$ cat src/rtl/regfile_multiport.sv
// regfile_multiport: parametrised multi-read, single-write register file.
// Reads are registered (1-cycle latency) with write-to-read bypass.
// ZERO_REG=1 hardwires register 0 to zero.
// A synchronous active-low reset starts a clear sweep over every register,
// and ready rises once the sweep has finished.
// Optional macro REGFILE_WSTRB_EN enables byte write strobes (wr_strb).
// When the macro is undefined, wr_strb is ignored and every write is full-width.
module regfile_multiport #(
  parameter int DATA_W   = 32,
  parameter int ADDR_W   = 5,
  parameter int NUM_RD   = 2,
  parameter int ZERO_REG = 1
) (
  input  logic                     clk,
  input  logic                     rst_n,
  input  logic                     wr_en,
  input  logic [ADDR_W-1:0]        wr_addr,
  input  logic [DATA_W-1:0]        wr_data,
  input  logic [DATA_W/8-1:0]      wr_strb,
  input  logic [NUM_RD*ADDR_W-1:0] rd_addr,
  output logic [NUM_RD*DATA_W-1:0] rd_data,
  output logic                     ready
);

  localparam int unsigned DEPTH  = 1 << ADDR_W;
  localparam int unsigned NBYTES = DATA_W / 8;

  typedef enum logic {
    CLEAR = 1'b0,
    READY = 1'b1
  } state_t;

  state_t              state;
  logic [ADDR_W-1:0]   clr_ptr;
  logic [DATA_W-1:0]   regs [DEPTH];

  logic                wrHit;
  logic [DATA_W-1:0]   wrMerged;
  logic                memWe;
  logic [ADDR_W-1:0]   memAddr;
  logic [DATA_W-1:0]   memData;
  logic [NUM_RD*DATA_W-1:0] rdNext;

  // A user write lands only in READY, and never on a hardwired zero register
  always_comb begin
    wrHit = (state == READY) && wr_en;
    if ((ZERO_REG != 0) && (wr_addr == '0)) begin
      wrHit = 1'b0;
    end
  end

`ifdef REGFILE_WSTRB_EN
  // Byte-merge the write data with the current contents under the strobes
  always_comb begin
    wrMerged = regs[wr_addr];
    for (int unsigned b = 0; b < NBYTES; b++) begin
      if (wr_strb[b]) begin
        wrMerged[b*8 +: 8] = wr_data[b*8 +: 8];
      end
    end
  end
`else
  logic unusedStrb;

  // Without strobes every write is full-width
  always_comb begin
    wrMerged   = wr_data;
    unusedStrb = ^wr_strb;
  end
`endif

  // Share the single storage write port between the clear sweep and user writes
  always_comb begin
    memWe   = 1'b0;
    memAddr = wr_addr;
    memData = wrMerged;
    if (state == CLEAR) begin
      memWe   = rst_n;
      memAddr = clr_ptr;
      memData = '0;
    end else if (rst_n) begin
      memWe   = wrHit;
    end
  end

  // Storage array (no reset; the sweep clears it)
  always_ff @(posedge clk) begin
    if (memWe) begin
      regs[memAddr] <= memData;
    end
  end

  // Next read data per port: bypass the in-flight write, force zero on r0
  always_comb begin
    rdNext = '0;
    for (int unsigned p = 0; p < NUM_RD; p++) begin
      logic [ADDR_W-1:0] a;
      a = rd_addr[p*ADDR_W +: ADDR_W];
      if ((ZERO_REG != 0) && (a == '0)) begin
        rdNext[p*DATA_W +: DATA_W] = '0;
      end else if (wrHit && (wr_addr == a)) begin
        rdNext[p*DATA_W +: DATA_W] = wrMerged;
      end else begin
        rdNext[p*DATA_W +: DATA_W] = regs[a];
      end
    end
  end

  // Registered read ports; held at zero during reset and the clear sweep
  always_ff @(posedge clk) begin
    if (!rst_n) begin
      rd_data <= '0;
    end else if (state == CLEAR) begin
      rd_data <= '0;
    end else begin
      rd_data <= rdNext;
    end
  end

  // Clear/ready controller: sweep every address once, then flag ready
  always_ff @(posedge clk) begin
    if (!rst_n) begin
      state   <= CLEAR;
      clr_ptr <= '0;
      ready   <= 1'b0;
    end else begin
      case (state)
        CLEAR: begin
          clr_ptr <= clr_ptr + 1'b1;
          if (clr_ptr == ADDR_W'(DEPTH - 1)) begin
            state   <= READY;
            ready   <= 1'b1;
            clr_ptr <= '0;
          end
        end
        READY: begin
          ready <= 1'b1;
        end
        default: begin
          state <= CLEAR;
          ready <= 1'b0;
        end
      endcase
    end
  end

endmodule
$ cat config.mk
export PLATFORM = sky130hd
export DESIGN_NAME = regfile_multiport
export DESIGN_NICKNAME = d
export VERILOG_FILES = /design/src/rtl/regfile_multiport.sv
export SDC_FILE = /design/constraint.sdc
export NUM_CORES = 1
export LEC_CHECK = 0
export CAP_MARGIN = 25
export CORE_MARGIN = 2
export CORE_UTILIZATION = 25
export CTS_CLUSTER_SIZE = 24
export DETAILED_ROUTE_END_ITERATION = 16
export PLACE_DENSITY = 0.42
export SLEW_MARGIN = 30
export SYNTH_ARGS = -nofsm -noshare
export SYNTH_HDL_FRONTEND = slang
export SYNTH_SLANG_ARGS = --single-unit
$ cat constraint.sdc
create_clock -name clk -period 3.25 [get_ports clk]
set_input_delay 0.325 -clock clk [delete_from_list [all_inputs] [get_ports clk]]
set_output_delay 0.325 -clock clk [all_outputs]
set_load 0.005 [all_outputs]
## Word-level counts from Yosys, hierarchy flattened

Memories as Yosys holds them, arrays and structs flattened. A register that Yosys moved wholly into a read port is not among the register bits.
Index checks and enable logic that the tools add are counted.

| operators by class | value |
|---|---|
| add/subtract/negate cells | 1 |
| equality and inequality tests | 2 |
| multiplexer cells | 12 |
| bitwise gates (word level) | 2 |
| reduce and logical (&&, ||, !) cells | 6 |

Operators with widths:

| cell | count |
|---|---|
| 2-to-1 mux 32 bit | 1 |
| logical NOT 5 bit | 3 |
| 2-to-1 mux 5 bit | 2 |
| 2-to-1 mux 1 bit | 8 |
| OR reduction 3 bit | 2 |
| adder 5 x 1 -> 5 bit (second input constant) | 1 |
| == test 5 bit (second input constant) | 1 |
| != test 2 x 1 -> 1 bit (second input constant) | 1 |
| NOT 1 bit | 2 |
| one-hot mux 1 bit (2 select lines) | 1 |
| logical AND 1 bit | 1 |

| word-level totals | value |
|---|---|
| flip-flop bits (word level) | 7 |
| memory bits (writable) | 1024 |
| input port bits | 54 |
| output and inout bits | 65 |
| logic and storage cells | 27 |
| memories | 1 |

Memories:

| memory | words | bits a word | read ports | clocked after memory_dff | wr ports | RTL line | source |
|---|---|---|---|---|---|---|---|
| regs | 32 | 32 | 2 | 2 | 1 | 35 | `logic [DATA_W-1:0] regs [DEPTH];` |

## Longest topological paths before layout

| depth | value |
|---|---|
| depth after elaboration | 6 |
| depth in mapped cells | 9 |
| depth with buffers taken out | 6 |

## Least setup slack after synthesis

OpenSTA, ideal clock, no wires.

| timing path | value |
|---|---|
| path kind | reg2reg |
| start point | register state |
| end point | memory regs[16][0] (enable) |
| setup time | 0.421 ns |
| data arrival time | 2.641 ns |
| data required time | 2.829 ns |
| setup slack | 0.188 ns |
| stages on the path, launching flop included | 8 |
| buffers on the path | 2 |
| period minus slack after synthesis | 3.062 ns |
| cells stage by stage | dfxtp_1 -> buf_4 -> buf_1 -> nand2_1 -> o22a_1 -> nor2_1 -> nand2_1 -> nor2_1 |

| on the way | value |
|---|---|
| word-level cells in the longest chain between the ends | 6 |
| elaborated cells between the ends (all ways) | 7 |
| those cells by class | 6 x mux; 1 x reduce/logical |

RTL lines:

| what | RTL line | source |
|---|---|---|
| start: declaration | 33 | `state_t state;` |
| start signal: assignment | 123 | `state <= CLEAR;` |
| start signal: assignment | 131 | `state <= READY;` |
| start signal: assignment | 140 | `state <= CLEAR;` |
| logical AND 1 bit | 46 | `wrHit = (state == READY) && wr_en;` |
| 2-to-1 mux 1 bit | 47 | `if ((ZERO_REG != 0) && (wr_addr == '0)) begin` |
| 2-to-1 mux 1 bit | 81 | `end else if (rst_n) begin` |
| 2-to-1 mux 1 bit | 77 | `if (state == CLEAR) begin` |
| 2-to-1 mux 1 bit | 88 | `if (memWe) begin` |
| 2-to-1 mux 1 bit (implied by the code) | 89 | `regs[memAddr] <= memData;` |
| end: declaration | 35 |  |

Parallel ways exist; a longest one is shown, timed or not.

## Worst setup path after layout

| timing path | value |
|---|---|
| start point | register state |
| end point | register rd_data[63], read port of regs |

| on the way | value |
|---|---|
| word-level cells in the longest chain between the ends | 2 |

RTL lines:

| what | RTL line | source |
|---|---|---|
| NOT 1 bit (no line) | - |  |
| OR reduction 3 bit (no line) | - |  |
| end: declaration | 21 | `output logic [NUM_RD*DATA_W-1:0] rd_data,` |

No other way between the ends.
A chain may end at the register's enable or synchronous reset.

==> metrics.cfg <==
[timing]
layout_min_cycle_time_ps = 2530
rsz0062_at_grt = no
maxSlewViolCount = 0
worstMarginPinSlew_ps = 964
clock_skew_ps = 29.2
fmax_mhz = 394
setup_violations = 0
fin_ws_ps = 715
relSlewSlack_pct = 35.7
finalSetupTns_ps = 0
fin_crit_sh_pct = 78.0
hold_violations = 0

[synthesis]
yosysWarnings = 0
synth_top_family_by_area = multiplexers
synth-xor-area-share_pct = 0.178
synth_cell_types = 50
ys.flop_type = edfxtp_1
synth-adder-area-share_pct = 0.0509
synth_compound_area_share_pct = 6.66
synthesis.area_um2 = 49200
ys_ff_latch = 1095
synthSimpleGateAreaFrac_pct = 2.39
synth-async-reset-ratio_pct = 0
syn_area_per_cell_um2 = 18.0
synthMuxAreaShare_pct = 22.8
ys_seq_area_share_pct = 65.4
synth_cells = 2730
synth.net_count = 2786
synth_edf_count = 1024

[die]
initial_utilization_pct = 25.2
dieHeight_um = 448
die_area_um2 = 200000
die_width_um = 448
num_rows = 162
pin_count = 119
core-area_um2 = 195000

[cts]
clkSlewWorstSetupHoldPaths_ps = 50
cts_tree = yes
postCtsHoldBufs = 0
clockRootBuffer = clkbuf_16
cts_setup_buffers = 0
cts_buffers = 133
cts_buffer_depth = 3
cts.sinks = 1095
cts_resized = 0
htree_levels = 4
clock_latency_ps = 790

[detailed_routing]
drc = 0
drt_iter0_markers = 2761
drt-vias-per-instance = 5.13
first_pass_iters = 5
num_vias = 29400
post_drt_wl_per_cell_um = 31.2
detail-route-antenna-nets = 0
routed_wl_mm = 179

[power_and_ir_drop]
powerDensity_nw_per_um2 = 526
peakVddDrop_mv = 0.478
leakage_nw = 21.6

[grt]
track_usage_pct = 17.8
antenna_found_initial = 1
grt_pass1_wl_mm = 247
grt_pass1_vias = 30800
grt_start_max_net_pins = 40
grt-ovfl-total = 0

[critical_path]
crit_chain = mux2i_2, xnor2_1, nor3_2, and3b_2, buf_12, a22o_1
max_stage_delay_ps = 490
reg2reg_from = state$_SDFF_PN0_
crit_slowest_cell = mux2i_2
reg2reg_to = rd_data[63]$_SDFF_PP0_
endpoint_kind = register
cp_data_required_time_ps = 3900
reg2reg_slack_ps = 720
critPathBufInv = 1
critical_path_class = reg -> reg
critPathTopFamily = simple AND/OR/NAND/NOR gates
ff2ff_path_depth = 6
worst-path-max-fanout = 32
arrival_ps = 3190
crit_path_start_kind = register

[min_path]
hp-class = in -> reg
whs_path_depth = 3
holdPathEnd = rd_data[5]$_SDFF_PP0_
min_from = wr_data[5]

[placed_design]
gp_congestion = 0.749
port_buffers = 114
dpl.hpwl_mm = 109
pre_cts_slack_ps = 256

[final_layout]
drive_above_1_share_pct = 27.4
area_growth_pct = 22.2
layout.nets = 3056
n_fill_cell = 19000

[run_status]
status = complete, no violations

[flow_run]
cap_violations = 0

==> cell usage after synthesis, drive strengths merged (9+ instances only) <==
master / n / share of area, %
clkbuf: 96 / 0.73
o21ai: 35 / 0.36
dfxtp: 71 / 2.9
and3: 27 / 0.34
xnor2: 10 / 0.18
nand3: 17 / 0.17
buf: 129 / 1.5
nor2b: 9 / 0.11
o22ai: 160 / 2.0
a22oi: 110 / 1.7
nor2: 39 / 0.31
mux4: 352 / 16
a221oi: 57 / 1.0
a22o: 57 / 1.0
edfxtp: 1024 / 63
nor4: 32 / 0.41
nand2: 70 / 0.53
mux2i: 327 / 6.7
inv: 34 / 0.26
a31oi: 26 / 0.33
==> final cells by class <==
type	instances	area (um2)	area share, %
sequential	1095	32200	53.5
timing repair buffer	360	4270	7.10
antenna	1	2.50	0.00416
clock buffer	167	3510	5.83
clock inverter	74	642	1.07
inverter	34	128	0.212
multi-input combinational	1376	16100	26.8
tap	2624	3280	5.46
==> tightest hold or removal path: stages <==
cell and delay, ps:
clkdlybuf4s50_1 390, nand2_1 80, o22ai_1 80
==> metrics by stage <==
stage / instances / utilization, % / hold slack [ps] / cell area, um2 / power (W)
floorplan: 2730 / - / 473 / 49200 / 0.0167
global placement: 5487 / 28.7 / 486 / 55900 / 0.0176
detailed placement: 5489 / 28.7 / 490 / 56000 / 0.0176
CTS: 5730 / 30.8 / 95.8 / 60100 / 0.0321
global route: 5730 / 30.8 / 137 / 60100 / 0.0326
finish: 5731 / 30.8 / 157 / 60100 / 0.0316
==> cell usage in the layout (no fill, tap or decap), types with 30 or more instances in the layout <==
cell type and instances:
clkbuf_16 134, a221oi_1 57, nor2_4 34, buf_12 100, clkdlybuf4s50_1 109, nand2_1 69
mux2i_1 323, a22oi_1 110, o21ai_0 34, edfxtp_1 1024, dfxtp_1 70, nor4_1 32
mux4_2 352, a22o_1 57, o22ai_1 160, buf_4 145, clkbuf_1 30
==> cells by family (layout without fill, tap and decap cells) <==
kind of cell | after synthesis | in the layout
XOR/XNOR | 10 | 10
AO/OA/AOI/OAI | 457 | 457
other | 0 | 1
multiplexers | 679 | 679
adder cells (fa/ha/maj) | 2 | 2
buffers and inverters | 259 | 635
flip-flops | 1095 | 1095
AND/OR/NAND/NOR | 228 | 228
==> report_power, final <==
group | internal [W] | switching (W) | leakage [nW]
logic | 0.000799 | 0.00119 | 7.59
clock network | 0.00813 | 0.00619 | 2.01
registers | 0.0153 | 0.0000329 | 12.0
==> how the worst max path moves through the flow <==
stage	start	end	slack (ps)	cells after the start
after floorplan	state$_SDFF_PN0_	regs[16][0]$_DFFE_PP_	190	7
after global placement	rd_addr[2]	rd_data[15]$_SDFF_PP0_	-50	7
after detailed placement	rd_addr[2]	rd_data[30]$_SDFF_PP0_	260	8
after CTS	state$_SDFF_PN0_	rd_data[63]$_SDFF_PP0_	660	6
after global routing	state$_SDFF_PN0_	rd_data[63]$_SDFF_PP0_	590	6
final	state$_SDFF_PN0_	rd_data[63]$_SDFF_PP0_	720	6
==> registers in the layout, summed over array words and instances (netlist names) <==
register and cells:
regs 1024, rd_data 64, clr_ptr 5, ready 1, state 1
==> per-layer routing <==
| metal | GRT usage (%) | share of wire (%) | vias to the layer above |
|---|---|---|---|
| met5 | 0 | 0 | - |
| met4 | 5.78 | 3.2 | 0 |
| met3 | 2.75 | 4.9 | 256 |
| met2 | 30.6 | 50 | 972 |
| met1 | 22.8 | 42 | 16000 |
| li1 | - | - | 12200 |
Power figures use the tool's default switching activity.
